## config.mk

```make
export PLATFORM = sky130hd
export DESIGN_NAME = dc_ipu_div_unit_seq_divider
export DESIGN_NICKNAME = d
export VERILOG_FILES = /design/src/rtl/dc_ipu_div_unit_seq_divider.sv
export SDC_FILE = /design/constraint.sdc
export NUM_CORES = 1
export LEC_CHECK = 0
export ABC_CLOCK_PERIOD_IN_PS = 2700
export CAP_MARGIN = 5
export CORE_AREA = 4 4 120 122
export CTS_CLUSTER_DIAMETER = 50
export CTS_CLUSTER_SIZE = 30
export DETAILED_ROUTE_END_ITERATION = 7
export DIE_AREA = 0 0 124 126
export PLACE_DENSITY = 0.49
export SLEW_MARGIN = 20
export SYNTH_ARGS = -nofsm -noshare
export SYNTH_HDL_FRONTEND = slang
export SYNTH_SLANG_ARGS = --single-unit
```

## constraint.sdc

```tcl
create_clock -name clk -period 2.7 [get_ports clk]
set_clock_uncertainty 0.15 [all_clocks]
set_input_delay 0.54 -clock clk [delete_from_list [all_inputs] [get_ports clk]]
set_output_delay 0.54 -clock clk [all_outputs]
set_load 0.005 [all_outputs]
```

## src/rtl/dc_ipu_div_unit_seq_divider.sv

```systemverilog
// Iterative unsigned restoring divider, one quotient bit per clock, valid/ready on both sides.
// Optional round-half-up quotient when DC_IPU_DIV_ROUND_EN is defined (adds a ROUND state).
module dc_ipu_div_unit_seq_divider #(
  parameter int WIDTH = 16
) (
  input  logic             clk,
  input  logic             rst,
  input  logic             valid_i,
  output logic             ready_o,
  input  logic [WIDTH-1:0] dividend,
  input  logic [WIDTH-1:0] divisor,
  output logic             valid_o,
  input  logic             ready_i,
  output logic [WIDTH-1:0] quotient,
  output logic [WIDTH-1:0] remainder,
  output logic             div_by_zero
);

  localparam int CNT_W = $clog2(WIDTH);

  // Handshake: a transfer happens on a rising edge where valid and ready are both high;
  // ready_o is high only in IDLE and valid_o only in DONE, so a result is never overtaken.
  typedef enum logic [1:0] {
    IDLE  = 2'd0,
    CALC  = 2'd1,
`ifdef DC_IPU_DIV_ROUND_EN
    ROUND = 2'd2,
`endif
    DONE  = 2'd3
  } state_t;

  state_t            state_q, state_d;
  logic [WIDTH-1:0]  dvd_q;
  logic [WIDTH-1:0]  dsr_q;
  logic [WIDTH-1:0]  rem_q;
  logic [WIDTH-1:0]  quo_q;
  logic [CNT_W-1:0]  cnt_q;
  logic              dbz_q;

  // Shifted partial remainder; its top bit only matters for the trial comparison.
  logic [WIDTH:0]    shifted;
  logic              trial_ge;
  logic              last_iter;

  assign shifted   = {rem_q, dvd_q[WIDTH-1]};
  assign trial_ge  = (shifted >= {1'b0, dsr_q});
  assign last_iter = (cnt_q == CNT_W'(WIDTH - 1));

  always_comb begin
    state_d = state_q;
    ready_o = 1'b0;
    valid_o = 1'b0;
    case (state_q)
      IDLE: begin
        ready_o = 1'b1;
        if (valid_i) begin
          state_d = (divisor == '0) ? DONE : CALC;
        end
      end
      CALC: begin
        if (last_iter) begin
`ifdef DC_IPU_DIV_ROUND_EN
          state_d = ROUND;
`else
          state_d = DONE;
`endif
        end
      end
`ifdef DC_IPU_DIV_ROUND_EN
      ROUND: state_d = DONE;
`endif
      DONE: begin
        valid_o = 1'b1;
        if (ready_i) begin
          state_d = IDLE;
        end
      end
      default: state_d = IDLE;
    endcase
  end

  always_ff @(posedge clk) begin
    if (rst) begin
      state_q <= IDLE;
      dvd_q   <= '0;
      dsr_q   <= '0;
      rem_q   <= '0;
      quo_q   <= '0;
      cnt_q   <= '0;
      dbz_q   <= 1'b0;
    end else begin
      state_q <= state_d;
      case (state_q)
        IDLE: begin
          if (valid_i) begin
            dvd_q <= dividend;
            dsr_q <= divisor;
            cnt_q <= '0;
            if (divisor == '0) begin
              quo_q <= '1;
              rem_q <= dividend;
              dbz_q <= 1'b1;
            end else begin
              quo_q <= '0;
              rem_q <= '0;
              dbz_q <= 1'b0;
            end
          end
        end
        CALC: begin
          dvd_q <= dvd_q << 1;
          quo_q <= {quo_q[WIDTH-2:0], trial_ge};
          // A restored value is always below the divisor, so it fits in WIDTH bits.
          rem_q <= trial_ge ? WIDTH'(shifted - {1'b0, dsr_q}) : shifted[WIDTH-1:0];
          cnt_q <= cnt_q + CNT_W'(1);
        end
`ifdef DC_IPU_DIV_ROUND_EN
        ROUND: begin
          // Round half up; remainder stays the truncating one.
          if ({rem_q, 1'b0} >= {1'b0, dsr_q}) begin
            quo_q <= quo_q + WIDTH'(1);
          end
        end
`endif
        default: ;
      endcase
    end
  end

  assign quotient    = quo_q;
  assign remainder   = rem_q;
  assign div_by_zero = dbz_q;

endmodule

```

---- After elaboration in Yosys (flattened, before gate mapping) ----
Index checks and enable logic that the tools add are counted.
cells by class
  add/subtract/negate cells ............... 2
  magnitude comparators ................... 1
  eq/ne operators ......................... 6
  multiplexer cells ....................... 19
  reduce and logical (&&, ||, !) cells .... 6
operators with widths
  kind                   count
  $mux W16               6
  $pmux W16 S2           3
  $ge A17 B16 Y1         1
  $logic_not A16 Y1      1
  $sub A16 B16 Y16       1
  $mux W2                4
  $pmux W4 S2            1
  $ne A2 B2 Y1 const B   3
  $pmux W2 S3            1
  $add A4 B1 Y4 const B  1
  $eq A4 B4 Y1 const B   1
  $mux W4                1
  $reduce_and A2 Y1      2
  $mux W1                3
  $reduce_and A3 Y1      1
  $eq A2 B1 Y1 const B   1
  $eq A2 B2 Y1 const B   1
  $logic_not A2 Y1       1
  $reduce_bool A2 Y1     1
word-level totals
  register bits after elaboration ......... 71
  bits of input ports ..................... 36
  output and inout bits ................... 35

---- Logic depth before layout (Yosys ltp) ----
  depth in word-level cells ............... 4
  mapped depth ............................ 12
  mapped depth without buffers ............ 11

---- Worst setup path before layout ----
Ideal clock, no wire load.
  path kind ............................... reg-to-reg
  from .................................... register dvd_q[15]
  to ...................................... register rem_q[14], in the netlist remainder[14]
  setup time .............................. 84 ps
  data arrival time ....................... 2385 ps
  data required time ...................... 2466 ps
  path slack .............................. 81 ps
  cell stages (with the launch flop) ...... 12
  path buffers ............................ 0
  cell sequence ........................... dfxtp_1 > inv_1 > ha_1 > inv_1 > fa_1 > a21o_1 > a211oi_4 > o21ai_2 > nand3_2 > or4b_1 > and4_4 > o31ai_2
between the ends
  cells in the longest elaborated chain, start to end .. 3
  elaborated cells on any way between the ends .. 4
  classes of those cells .................. 1 x add/sub; 1 x order compare; 2 x mux
ends and longest elaborated chain
  item                                                RTL line  source
  from (decl)                                         33        logic [WIDTH-1:0] dvd_q;
  from (signal assigned)                              96        dvd_q <= dividend;
  from (signal assigned)                              111       dvd_q <= dvd_q << 1;
  $sub A16 B16 Y16 or $ge A17 B16 Y1 (tied branches)  114, 46
  $mux W16 *                                          114       rem_q <= trial_ge ? WIDTH'(shifted - {1'b0, dsr_q}) : shifted[WIDTH-1:0];
  $pmux W16 S2 *                                      93        case (state_q)
  to (signal assigned)                                101       rem_q <= dividend;
  to (signal assigned)                                114
  to (decl)                                           35        logic [WIDTH-1:0] rem_q;
Every way passes the cells marked *; elsewhere a longest branch is shown, timed or not.
A chain may end at the register's enable or synchronous reset.

---- Worst setup path after layout ----
Ends and elaborated chain as after synthesis.

==> results.toml <==
[timing]
setup_viol = 0
finalCriticalPeriod_ns = 2.63
max_freq_mhz = 381
tightestPinTransition_ns = 0.526
slew_headroom_pct = 64.8
final_max_slew_viol_count = 0
finalSetupTns_ns = 0
finalWorstSetupSlack_ns = 0.0733
rsz0062_at_grt = "yes"
hold_viol_final = 0
min_period_over_period_pct = 97.3

[yosys]
yosys-top-cells-count = "nand2_1 (75), dfxtp_1 (71), nor2_1 (64)"
yosys.area.top_type = "dfxtp_1"
synth_seq_cells = 71
synth.distinct_cells = 57
synth_nets = 552
syn_inst = 498
syn_avg_cell_area_um2 = 7.87
netlist_area_mm2 = 0.00392
yosysWarnings = 0
synth_async_sr_flop_share_pct = 0
ys_seq_area_share_pct = 36.3
synth-edff-count = 0
synthTopCellsByArea = "dfxtp_1 (36%), nand2_1 (7.2%), a21oi_1 (6.6%)"
synth_ff_type = "dfxtp_1"
synth.top_cell.area_share_pct = 36.3
yosysMostFrequentCell = "nand2_1"

[critical_path]
r2r_start = "dvd_q[15]$_SDFFE_PP0P_"
critPathArrivalTime_ns = 2.73
crit_start = "dvd_q[15]$_SDFFE_PP0P_"
rr_worst_depth = 11
slowest_delay_ns = 0.44
critPathTopFamily = "compound AO/OA/AOI/OAI gates"
cp_max_fo = 2
path_class = "reg2reg"
reg2reg_setup_slack_ns = 0.07
start_kind = "register"
cp-end-kind = "register"
crit_buf_inv = 2
crit_cells = 11
cp_cell_sequence = "inv_2 > ha_4 > inv_1 > fa_2 > a21o_1 > a211oi_4 > o21ai_2 > nand3_2 > or4b_1 > and4_4 > o31ai_2"
r2r_end = "remainder[14]$_SDFFE_PP0P_"
worstPathRequired_ns = 2.81
crit_slowest_cell = "or4b_1"

[final_layout]
diodes = 0
final_layout_size_suffix_gt1_share_pct = 13.4
fillers = 1375
area_delta_synth_final_pct = 35.9
layout.nets = 640
final_cells = 767

[clock_tree]
clock_sinks = 71
cts_htree_levels = 3
cts_tree = "yes"
clk_latency_ns = 0.34
cts_made_buffers = 9
clock_path_buffers = 2
root_buffer = "clkbuf_16"
cts.clk_slew.worst_paths_ns = 0.06

[route]
wl_per_cell_um = 15.4
viasPerCell = 4.95
drc = 0
antenna_left = 0
routed_wl_mm = 11.8
drt_iter0_markers = 144
dr.pass1.iters = 4
vias = 3796

[floorplanning]
io_pins = 71
die_w_um = 124
die_area_mm2 = 0.0156
start_util_pct = 29.7
fp.dieH_um = 126
fp-row-count = 42
core_mm2 = 0.0132

[pwr]
leakage_nw = 2.15
vdd_drop_max_mv = 0.349
p_int_mw = 3.16
p_per_area_mw_per_mm2 = 962
clockPowerShare_pct = 21.7
power_mw = 5.12
power.switching_mw = 1.96
share_seq_of_total_power_pct = 25.6
swShare_pct = 38.2
combPwrFrac_pct = 52.7

[outcome]
status = "complete, no violations"

[hold_path]
timing.hold.worst_path_depth = 2
min_path_type = "reg2reg"
min_from = "dsr_q[12]$_SDFFE_PP0P_"
min_to = "dsr_q[12]$_SDFFE_PP0P_"

[place]
dp_slack_ns = -0.177
dp.cells = 749
gp_congestion = 0.870
portBuffers = 70
hpwl_mm = 8.99

[grt]
grt_max_degree = 58
grt_pass1_wl_mm = 19.4
grt_remaining_overflow = 0
antenna_found_initial = 0
grtUsageTotal_pct = 15.7
grt_pass1_vias = 3750

[job]
drv_cap = 0
## worst min-delay path, delay by kind of cell (launching register included)
family          cells  cell delay [ns]
flops               1             0.30
simple gates        1             0.05
compound gates      1             0.05
## layout by cell type (no fill, tap or decap), types with 3 or more instances in the layout
cell type / netlist / layout
nand2_1: 75 / 75
dfxtp_1: 71 / 70
clkdlybuf4s50_1: 0 / 69
nor2_1: 64 / 63
a21oi_1: 52 / 52
buf_4: 2 / 38
inv_1: 21 / 20
mux2i_1: 20 / 20
nor3_1: 19 / 19
o21ai_0: 14 / 14
ha_1: 17 / 14
a311oi_1: 13 / 13
o22ai_1: 10 / 10
clkbuf_16: 0 / 9
xnor2_1: 8 / 8
a21o_1: 7 / 7
nand4_1: 5 / 5
a211oi_1: 5 / 5
nand2b_1: 5 / 5
xor2_1: 5 / 5
o21ai_2: 3 / 4
nor4_1: 4 / 4
a31oi_1: 3 / 3
## state kept, by name (all words and copies together), names as in the netlist
name and flops:
state_q 2, cnt_q 4, dvd_q 16, quotient 16, remainder 16, dsr_q 16
div_by_zero 1
## power groups by stage
stage          Combinational [mW]  Clock (mW)  Sequential (mW)
6_report                     2.70        1.11             1.31
5_1_grt                      2.96        1.18             1.33
4_1_cts                      2.67        1.15             1.31
3_5_place_dp                 2.65           0             1.33
3_3_place_gp                 2.66           0             1.33
2_1_floorplan                1.80           0             1.32
## how the worst max path moves through the flow
stage               slack [ns]                          to
detailed placement       -0.18  remainder[13]$_SDFFE_PP0P_
global placement         -0.09  remainder[13]$_SDFFE_PP0P_
CTS                       0.01  remainder[14]$_SDFFE_PP0P_
global route             -0.02  remainder[14]$_SDFFE_PP0P_
finish                    0.07  remainder[14]$_SDFFE_PP0P_
floorplan                 0.08  remainder[14]$_SDFFE_PP0P_
## per-layer routing
| metal | up-vias | GRT usage [%] | routed length [um] |
|---|---|---|---|
| met4 | 0 | 4.12 | 121 |
| li1 | 1937 | - | - |
| met2 | 101 | 24.8 | 5400 |
| met5 | - | 0 | 0 |
| met1 | 1745 | 20.8 | 5630 |
| met3 | 13 | 4.75 | 640 |
## stage by stage
| step | utilization [%] | hold slack, ns | area, um2 |
|---|---|---|---|
| 2_1_floorplan | - | 0.286 | 3920 |
| 3_3_place_gp | 37.9 | 0.297 | 5000 |
| 3_5_place_dp | 37.9 | 0.298 | 5000 |
| 4_1_cts | 40.1 | 0.306 | 5300 |
| 5_1_grt | 40.4 | 0.318 | 5320 |
| 6_report | 40.4 | 0.301 | 5320 |
## repair_timing
action                     4_1_cts  5_1_grt
hold buffers                     0        0
setup endpoints to repair        1       13
gates cloned                     0        0
pin swaps                        4        4
gates resized for setup          5        4
buffers inserted                 0        2
## cells by family (layout without fill, tap and decap cells)
kind of cell	count (synthesis)	in the layout	synth area share, %
AO/OA/AOI/OAI	130	130	21.7
XOR/XNOR	13	13	2.91
adder cells (fa/ha/maj)	18	18	5.94
buffers and inverters	54	147	5.91
flip-flops	71	71	36.3
multiplexers	21	21	5.40
AND/OR/NAND/NOR	191	191	21.9
## layout make-up
type,count,area (um2),share of cell area (%)
clock buffers,11,243,4.56
clock inverters,5,33.8,0.635
inverters,21,78.8,1.48
multi-input cells,373,2300,43.3
flip-flops and latches,71,1420,26.7
well taps,176,220,4.14
repair buffers,110,1020,19.2
(Power assumes the default switching activity.)
